--- config.mk ---
export PLATFORM = sky130hd
export DESIGN_NAME = button_event_decoder
export DESIGN_NICKNAME = d
export VERILOG_FILES = /design/src/rtl/button_event_pkg.sv /design/src/rtl/event_slot.sv /design/src/rtl/button_event_decoder.sv
export SDC_FILE = /design/constraint.sdc
export NUM_CORES = 1
export LEC_CHECK = 0
export CORE_MARGIN = 8
export CORE_UTILIZATION = 60
export CTS_CLUSTER_SIZE = 12
export DETAILED_ROUTE_END_ITERATION = 6
export DONT_BUFFER_PORTS = 1
export GPL_TIMING_DRIVEN = 0
export PLACE_DENSITY = 0.76
export SLEW_MARGIN = 20
export SYNTH_ARGS = -nofsm -noshare
export SYNTH_HDL_FRONTEND = slang
export SYNTH_SLANG_ARGS = --single-unit
--- constraint.sdc ---
create_clock -name clk_tick -period 2.3 [get_ports clk_tick]
set_input_delay 0.46 -clock clk_tick [delete_from_list [all_inputs] [get_ports clk_tick]]
set_output_delay 0.46 -clock clk_tick [all_outputs]
set_load 0.005 [all_outputs]
--- src/rtl/button_event_pkg.sv ---
// Shared event codes, FSM state encoding and helpers for the button event decoder.
// Optional feature macro: BUTTON_AUTO_REPEAT_EN (REPEAT events while long-held).
package button_event_pkg;

   localparam int unsigned EvtCodeW = 3;

   typedef enum logic [EvtCodeW-1:0] {
      EvtNone   = 3'd0,
      EvtShort  = 3'd1,
      EvtLong   = 3'd2,
      EvtDouble = 3'd3,
      EvtRepeat = 3'd4
   } evt_code_e;

   typedef enum logic [2:0] {
      StIdle     = 3'd0,
      StPress1   = 3'd1,
      StWait2    = 3'd2,
      StPress2   = 3'd3,
      StLongHeld = 3'd4
   } state_e;

   function automatic int unsigned max3(input int unsigned a, input int unsigned b,
                                        input int unsigned c);
      int unsigned m;
      m = (a > b) ? a : b;
      m = (m > c) ? m : c;
      return m;
   endfunction

endpackage

--- src/rtl/event_slot.sv ---
// One-entry valid/ready event register with a sticky overflow flag.
// Used by button_event_decoder (macro BUTTON_AUTO_REPEAT_EN does not affect this file).
module event_slot
   import button_event_pkg::*;
(
   input  logic      clk_tick,
   input  logic      rst,
   input  logic      push,
   input  evt_code_e push_code,
   input  logic      evt_ready,
   output logic      evt_valid,
   output evt_code_e evt_code,
   output logic      evt_ovf
);

   always_ff @(posedge clk_tick or posedge rst) begin
      if (rst) begin
         evt_valid <= 1'b0;
         evt_code  <= EvtNone;
         evt_ovf   <= 1'b0;
      end else if (push) begin
         // A push may replace an entry that is being accepted on this same edge.
         if (!evt_valid || evt_ready) begin
            evt_valid <= 1'b1;
            evt_code  <= push_code;
         end else begin
            evt_ovf <= 1'b1;
         end
      end else if (evt_valid && evt_ready) begin
         evt_valid <= 1'b0;
         evt_code  <= EvtNone;
      end
   end

endmodule

--- src/rtl/button_event_decoder.sv ---
// Decodes a debounced button level into SHORT/LONG/DOUBLE (and REPEAT) gesture events.
// Macro BUTTON_AUTO_REPEAT_EN enables REPEAT events every REPEAT_TICKS while long-held.
module button_event_decoder
   import button_event_pkg::*;
#(
   parameter int unsigned LONG_TICKS   = 100,
   parameter int unsigned DCLICK_TICKS = 30,
   parameter int unsigned REPEAT_TICKS = 20
) (
   input  logic                clk_tick,
   input  logic                rst,
   input  logic                sigI,
   input  logic                evt_ready,
   output logic                evt_valid,
   output logic [EvtCodeW-1:0] evt_code,
   output logic                evt_ovf
);

   localparam int unsigned CntW = $clog2(max3(LONG_TICKS, DCLICK_TICKS, REPEAT_TICKS)) + 1;
   localparam logic [CntW-1:0] CntSat     = '1;
   localparam logic [CntW-1:0] LongLast   = CntW'(LONG_TICKS - 1);
   localparam logic [CntW-1:0] DclickLast = CntW'(DCLICK_TICKS);
`ifdef BUTTON_AUTO_REPEAT_EN
   localparam logic [CntW-1:0] RepeatLast = CntW'(REPEAT_TICKS - 1);
`endif

   state_e          state;
   logic [CntW-1:0] cnt;
   logic            push;
   evt_code_e       push_code;
   evt_code_e       slot_code;

   function automatic logic [CntW-1:0] cnt_inc(input logic [CntW-1:0] c);
      return (c == CntSat) ? c : c + CntW'(1);
   endfunction

   // push/push_code are registered, so the slot loads one edge after the trigger.
   always_ff @(posedge clk_tick or posedge rst) begin
      if (rst) begin
         state     <= StIdle;
         cnt       <= '0;
         push      <= 1'b0;
         push_code <= EvtNone;
      end else begin
         push      <= 1'b0;
         push_code <= EvtNone;
         unique case (state)
            StIdle: begin
               if (sigI) begin
                  state <= StPress1;
                  cnt   <= CntW'(1);
               end
            end
            StPress1: begin
               if (!sigI) begin
                  state <= StWait2;
                  cnt   <= CntW'(1);
               end else if (cnt == LongLast) begin
                  state     <= StLongHeld;
                  cnt       <= '0;
                  push      <= 1'b1;
                  push_code <= EvtLong;
               end else begin
                  cnt <= cnt_inc(cnt);
               end
            end
            StWait2: begin
               if (sigI) begin
                  state <= StPress2;
               end else if (cnt == DclickLast) begin
                  state     <= StIdle;
                  push      <= 1'b1;
                  push_code <= EvtShort;
               end else begin
                  cnt <= cnt_inc(cnt);
               end
            end
            StPress2: begin
               if (!sigI) begin
                  state     <= StIdle;
                  push      <= 1'b1;
                  push_code <= EvtDouble;
               end
            end
            StLongHeld: begin
               if (!sigI) begin
                  state <= StIdle;
`ifdef BUTTON_AUTO_REPEAT_EN
               end else if (cnt == RepeatLast) begin
                  cnt       <= '0;
                  push      <= 1'b1;
                  push_code <= EvtRepeat;
               end else begin
                  cnt <= cnt_inc(cnt);
`endif
               end
            end
            default: begin
               state <= StIdle;
               cnt   <= '0;
            end
         endcase
      end
   end

   event_slot u_slot (
      .clk_tick  (clk_tick),
      .rst       (rst),
      .push      (push),
      .push_code (push_code),
      .evt_ready (evt_ready),
      .evt_valid (evt_valid),
      .evt_code  (slot_code),
      .evt_ovf   (evt_ovf)
   );

   assign evt_code = slot_code;

endmodule

==> After elaboration in Yosys (flattened, before gate mapping) <==
Cells that the tools add are included.
{ "word_totals": {"regBits": 20, "output_inout_bits": 5, "in_bits": 4} }
{ "classes": {"eq_ne": 14, "bitwise": 2, "n_reduce_logical": 10, "n_addsub": 1, "mux": 32} }
{ "ops": {"columns": ["operator", "count"], "rows": [
  ["8-bit two-way mux", 6],
  ["8-bit case mux with 4 select lines", 1],
  ["3-bit two-way mux", 9],
  ["3-bit case mux with 4 select lines", 1],
  ["1-bit two-way mux", 10],
  ["8-bit by 1-bit adder with 8-bit output, second input constant", 1],
  ["8-bit by 5-bit equality test with 1-bit output, second input constant", 1],
  ["8-bit by 7-bit equality test with 1-bit output, second input constant", 1],
  ["8-bit equality test, second input constant", 1],
  ["2-bit inequality test, second input constant", 4],
  ["4-bit AND reduction", 2],
  ["3-bit by 2-bit equality test with 1-bit output, second input constant", 2],
  ["2-bit two-way mux", 3],
  ["3-bit inequality test, second input constant", 2],
  ["2-bit case mux with 3 select lines", 1],
  ["2-bit AND reduction", 2],
  ["3-bit by 1-bit equality test with 1-bit output, second input constant", 1],
  ["3-bit equality test, second input constant", 1],
  ["3-bit zero test", 1],
  ["1-bit case mux with 3 select lines", 1],
  ["2-bit by 1-bit inequality test with 1-bit output, second input constant", 1],
  ["1-bit inverter", 2],
  ["2-bit nonzero test", 1],
  ["2-bit OR reduction", 1],
  ["other kinds (3)", 3]
]} }

==> Depth between registers and ports, before layout <==
{ "logic_depth": {"word_depth": 5, "mapped_depth": 7, "depth_no_buf": 6} }

==> Cells and area by module <==
From an unflattened synthesis, not the netlist that was laid out.
{ "hier_totals": {"hier_cells": 121, "area_unflattened_um2": 1178.6} }
{ "by_module_without_submodules": {"columns": ["module", "cells_per_inst", "area_per_inst_um2", "instances"], "rows": [
  ["button_event_decoder", 107, 988.4, 1],
  ["event_slot", 14, 190.2, 1]
]} }

==> Worst setup path before layout <==
Ideal clock, no wire load.
{ "synth_path": {"kind": "register to register", "startpoint": "register cnt[0]", "endpoint": "register cnt[3]", "setup_ns": 0.066, "path_stages_with_launch": 8, "required_time_ns": 2.234, "setup_slack_ns": 0.574, "synth_period_minus_slack_ns": 1.726, "arrival_ns": 1.660, "path_cell_list": "dfrtp_1 > ha_1 > and3_1 > clkbuf_1 > nand3_2 > nand4_1 > or4_1 > nand2_1"} }
{ "synth_between": {"elab_chain_len": 5} }
{ "synth_rtl": {"columns": ["item", "line", "source"], "rows": [
  ["from (decl)", "button_event_decoder.sv:28", "logic [CntW-1:0] cnt;"],
  ["from (signal assigned)", "button_event_decoder.sv:51", "cnt <= CntW'(1);"],
  ["from (signal assigned)", "button_event_decoder.sv:57", "cnt <= CntW'(1);"],
  ["from (signal assigned)", "button_event_decoder.sv:64", "cnt <= cnt_inc(cnt);"],
  ["8-bit by 1-bit adder with 8-bit output / 8-bit equality test (equally long branches)", "button_event_decoder.sv:34", "return (c == CntSat) ? c : c + CntW'(1);"],
  ["8-bit two-way mux", "button_event_decoder.sv:34", null],
  ["8-bit two-way mux (on tied branches)", "button_event_decoder.sv:70, button_event_decoder.sv:58", null],
  ["8-bit two-way mux (on tied branches)", "button_event_decoder.sv:68, button_event_decoder.sv:55", null],
  ["8-bit case mux with 4 select lines", "button_event_decoder.sv:47", "unique case (state)"]
]} }
Several ways; a longest one is shown, not always the timed one. The select of a mux whose other input is x is not followed.
A chain may end at the register's enable or synchronous reset.

==> Final worst setup path <==
Ends and elaborated chain as after synthesis.

==> impl_summary.log <==
[metrics] synthesized area per cell: 9.81 um^2
[metrics] wire length per cell: 14.7 um
[metrics] final-layout setup total negative slack: 0 ns
[metrics] post-CTS setup buffer count: 0
[metrics] minimum hold slack: 0.134 ns
[metrics] crit path time final: 1.94 ns
[metrics] Comb pwr share: 0.265
[metrics] final routed DRC violation total: 0
[metrics] number of inserted diodes: 0
[metrics] Int Pwr: 553 uW
[metrics] number of iterations in the first detailed-routing pass: 4
[metrics] top-count cell post-synth: dfrtp_1
[metrics] Starting DRT DRC Count: 49
[metrics] Synth Net Count: 115
[metrics] switching share of power: 0.317
[metrics] DIE HEIGHT: 58.2 um
[metrics] final routed wirelength across all metal layers: 2020 um
[metrics] Fin. Hold Viols: 0
[metrics] worst reg2reg path startpoint: cnt[0]
[metrics] total die area: 3390 um^2
[metrics] clock latency reported for the late side of the worst-skew pair: 0.30 ns
[metrics] Root Buffer: clkbuf_4
[metrics] combined area of all synthesized cells: 1070 um^2
[metrics] worst slew slack as a fraction of its limit: 0.552
[metrics] Crit Path Max Fanout: 9
[metrics] number of flip-flops and latches in the synthesized netlist: 18
[metrics] HPWL after detailed placement: 1450 um
[metrics] critical setup path kind: reg -> reg
[metrics] leakage power: 0.000504 uW
[metrics] fraction of layout cells with a size suffix above 1: 0.168
[metrics] overall power: 810 uW
[metrics] RD Place Congestion: 0.848
[metrics] via density per instance: 6.02
[metrics] net switching power figure: 256 uW
[metrics] Worst Reg-to-Reg Cells: 7
[metrics] class of the worst hold path: in -> async
[metrics] peak clock frequency supported by timing: 0.514 GHz
[metrics] Data required, critical path: 2.54 ns
[metrics] areal power density over the cells: 712 nW/um^2
[metrics] unrepaired setup endpoints after global routing: false
[metrics] # Max-Cap Violations: 0
[metrics] worst path cell trace: ha_1 -> and3_1 -> clkbuf_1 -> nand3_2 -> nand4_1 -> or4_1 -> nand2_1
[metrics] clk_skew: 0.00542 ns
[metrics] core footprint: 1710 um^2
[metrics] Crit path arrival time: 2.19 ns
[metrics] total clock buffers created by CTS: 3
[metrics] x dimension of the die: 58.2 um
[metrics] DR vias: 831
[metrics] via count of the first global-routing pass: 752
[metrics] number of standard cells in the final layout excluding fillers: 138
[metrics] number of placed I/O pins: 9
[metrics] prevailing post-synth register cell: dfrtp_1
[metrics] hold-fix buffers at CTS: 0
[metrics] sink count of the clock tree: 18
[metrics] Max stage delay cell, worst path: dfrtp_1
[metrics] H-tree levels: 1
[metrics] fin nets: 120
[metrics] initial cell density of the core: 0.626
[metrics] critical path depth: 7
[metrics] CP endpoint: cnt[3]
[metrics] portion of total power attributed to sequential cells: 0.497
[metrics] IO buf count: 0
[metrics] initial antenna violation count: 0
[metrics] Slew @ Worst Pin: 0.671 ns
[metrics] Largest delay share family, worst path: simple AND/OR/NAND/NOR gates
[metrics] final clock period utilization by the worst path: 0.845
[metrics] Syn. warnings: 0
[metrics] Clk pwr share: 0.239
[metrics] number of placed instances, taps included: 134
[metrics] Bufs on Longest Clock Path: 2
[metrics] Non-Filler Cell Area, Final: 1140 um^2
[metrics] sequential area share after synthesis: 0.421
[metrics] number of instances resized during post-cts repair: 0
[metrics] Bufs and invs on worst path: 1
[metrics] Area Overhead vs Synth: 6.32%
[metrics] total congestion overflow: 0
[metrics] Clk pin slew, worst setup/hold paths: 0.10 ns
[metrics] all-layer global routing usage: 0.125
[metrics] commonest cells in the synthesized netlist: dfrtp_1, nand2_1, a21oi_1
[metrics] CTS tree: done
[metrics] type of destination of the critical path: flip-flop
[metrics] Reg2Reg Capture Point: cnt[3]
[metrics] Synth top area share: 0.421
[metrics] largest net degree at the start of global routing: 19
[metrics] total setup violations reported at the end of the flow: 0
[metrics] reg-to-reg slack, setup: 0.36 ns
[metrics] maximum vdd ir drop: 0.413 mV
[metrics] fraction of registers with async set/reset: 1.00
[metrics] number of synthesized flops with an enable pin: 0
[metrics] antenna violation net count after detailed routing: 0
[metrics] Row Count: 15
[metrics] final slew viol count: 0
[metrics] launch point of the worst path: cnt[0]
[metrics] status: complete, no violations
[metrics] post-place instance area: 1100 um^2
[metrics] largest area contributor in the synthesized netlist: dfrtp_1
[metrics] synthesized instance count: 109
[metrics] number of distinct library cells after synthesis: 46
[metrics] global-route wire length before repair: 3350 um
[metrics] Area contributors post-synth: dfrtp_1, a21oi_1, nand2_1
[metrics] crit-path max cell delay: 0.44 ns
[metrics] Critical Path Start Type: flip-flop
-- per-stage QoR --
step | utilization | worst slack, ns
detailed placement | 0.645 | 0.411
finish | 0.666 | 0.356
global placement | 0.645 | 0.444
global route | 0.666 | 0.240
CTS | 0.666 | 0.382
floorplan | - | 0.574
-- logic make-up (layout without fill, tap and decap cells) --
family / count (synthesis) / after routing / share of synthesized area
flip-flops: 18 / 18 / 0.421
other: 1 / 1 / 0.00351
AO/OA/AOI/OAI: 32 / 32 / 0.232
adder cells (fa/ha/maj): 2 / 2 / 0.0234
AND/OR/NAND/NOR: 43 / 43 / 0.243
multiplexers: 1 / 1 / 0.00936
buffers and inverters: 12 / 16 / 0.0678
-- final cells by class --
type	instances	area, um^2
Buffer	7	53.8
Clock buffer	4	36.3
Fill cell	143	571
Inverter	5	18.8
Multi-Input combinational cell	79	547
Sequential cell	18	450
Tap cell	25	31.3
-- layout by cell type, fill, tap and decap left out, types with 2 or more instances in the layout --
cell / instances
nand4b_1: 2
nor2_1: 7
and3_2: 2
nand4_1: 2
a21oi_1: 9
nand3_1: 3
nor3_1: 2
clkbuf_1: 2
o2bb2ai_1: 2
clkbuf_4: 3
o31a_1: 2
dfrtp_1: 18
inv_1: 5
o21ai_0: 3
nand2b_1: 4
ha_1: 2
nand2_1: 10
nor2b_1: 2
a32o_1: 2
buf_6: 3
-- how the worst min path moves through the flow --
stage,endpoint,cells past startpoint,startpoint,slack [ns]
floorplan,cnt[0],1,rst,0.40
global placement,cnt[4],1,rst,0.49
detailed placement,cnt[4],1,rst,0.49
CTS,cnt[4],1,rst,0.17
global route,cnt[4],1,rst,0.20
finish,cnt[5],1,rst,0.13
-- layer usage --
layer,track usage,up-vias,part of all wire
met2,0.180,19,0.45
met1,0.169,393,0.48
li1,-,414,-
met4,0.0629,0,0.018
met5,0,-,0
met3,0.0287,5,0.056
-- worst register-to-register path: stages, from the launching register on --
cell and delay (ns):
dfrtp_1 0.44, ha_1 0.26, and3_1 0.19, clkbuf_1 0.16
nand3_2 0.21, nand4_1 0.14, or4_1 0.41, nand2_1 0.08
-- registers in the layout, summed over array words and instances, names as in the netlist --
| name | cells |
|---|---|
| push_code | 2 |
| u_slot.evt_ovf | 1 |
| u_slot.evt_code | 2 |
| push | 1 |
| cnt | 8 |
| state | 3 |
| u_slot.evt_valid | 1 |
-- power groups by stage --
stage	registers [uW]	logic (uW)	clock network, uW
5_1_grt	408	241	211
4_1_cts	402	214	197
3_5_place_dp	408	211	0
3_3_place_gp	407	208	0
2_1_floorplan	398	177	0
6_report	402	214	193
Power figures use the tool's default switching activity.
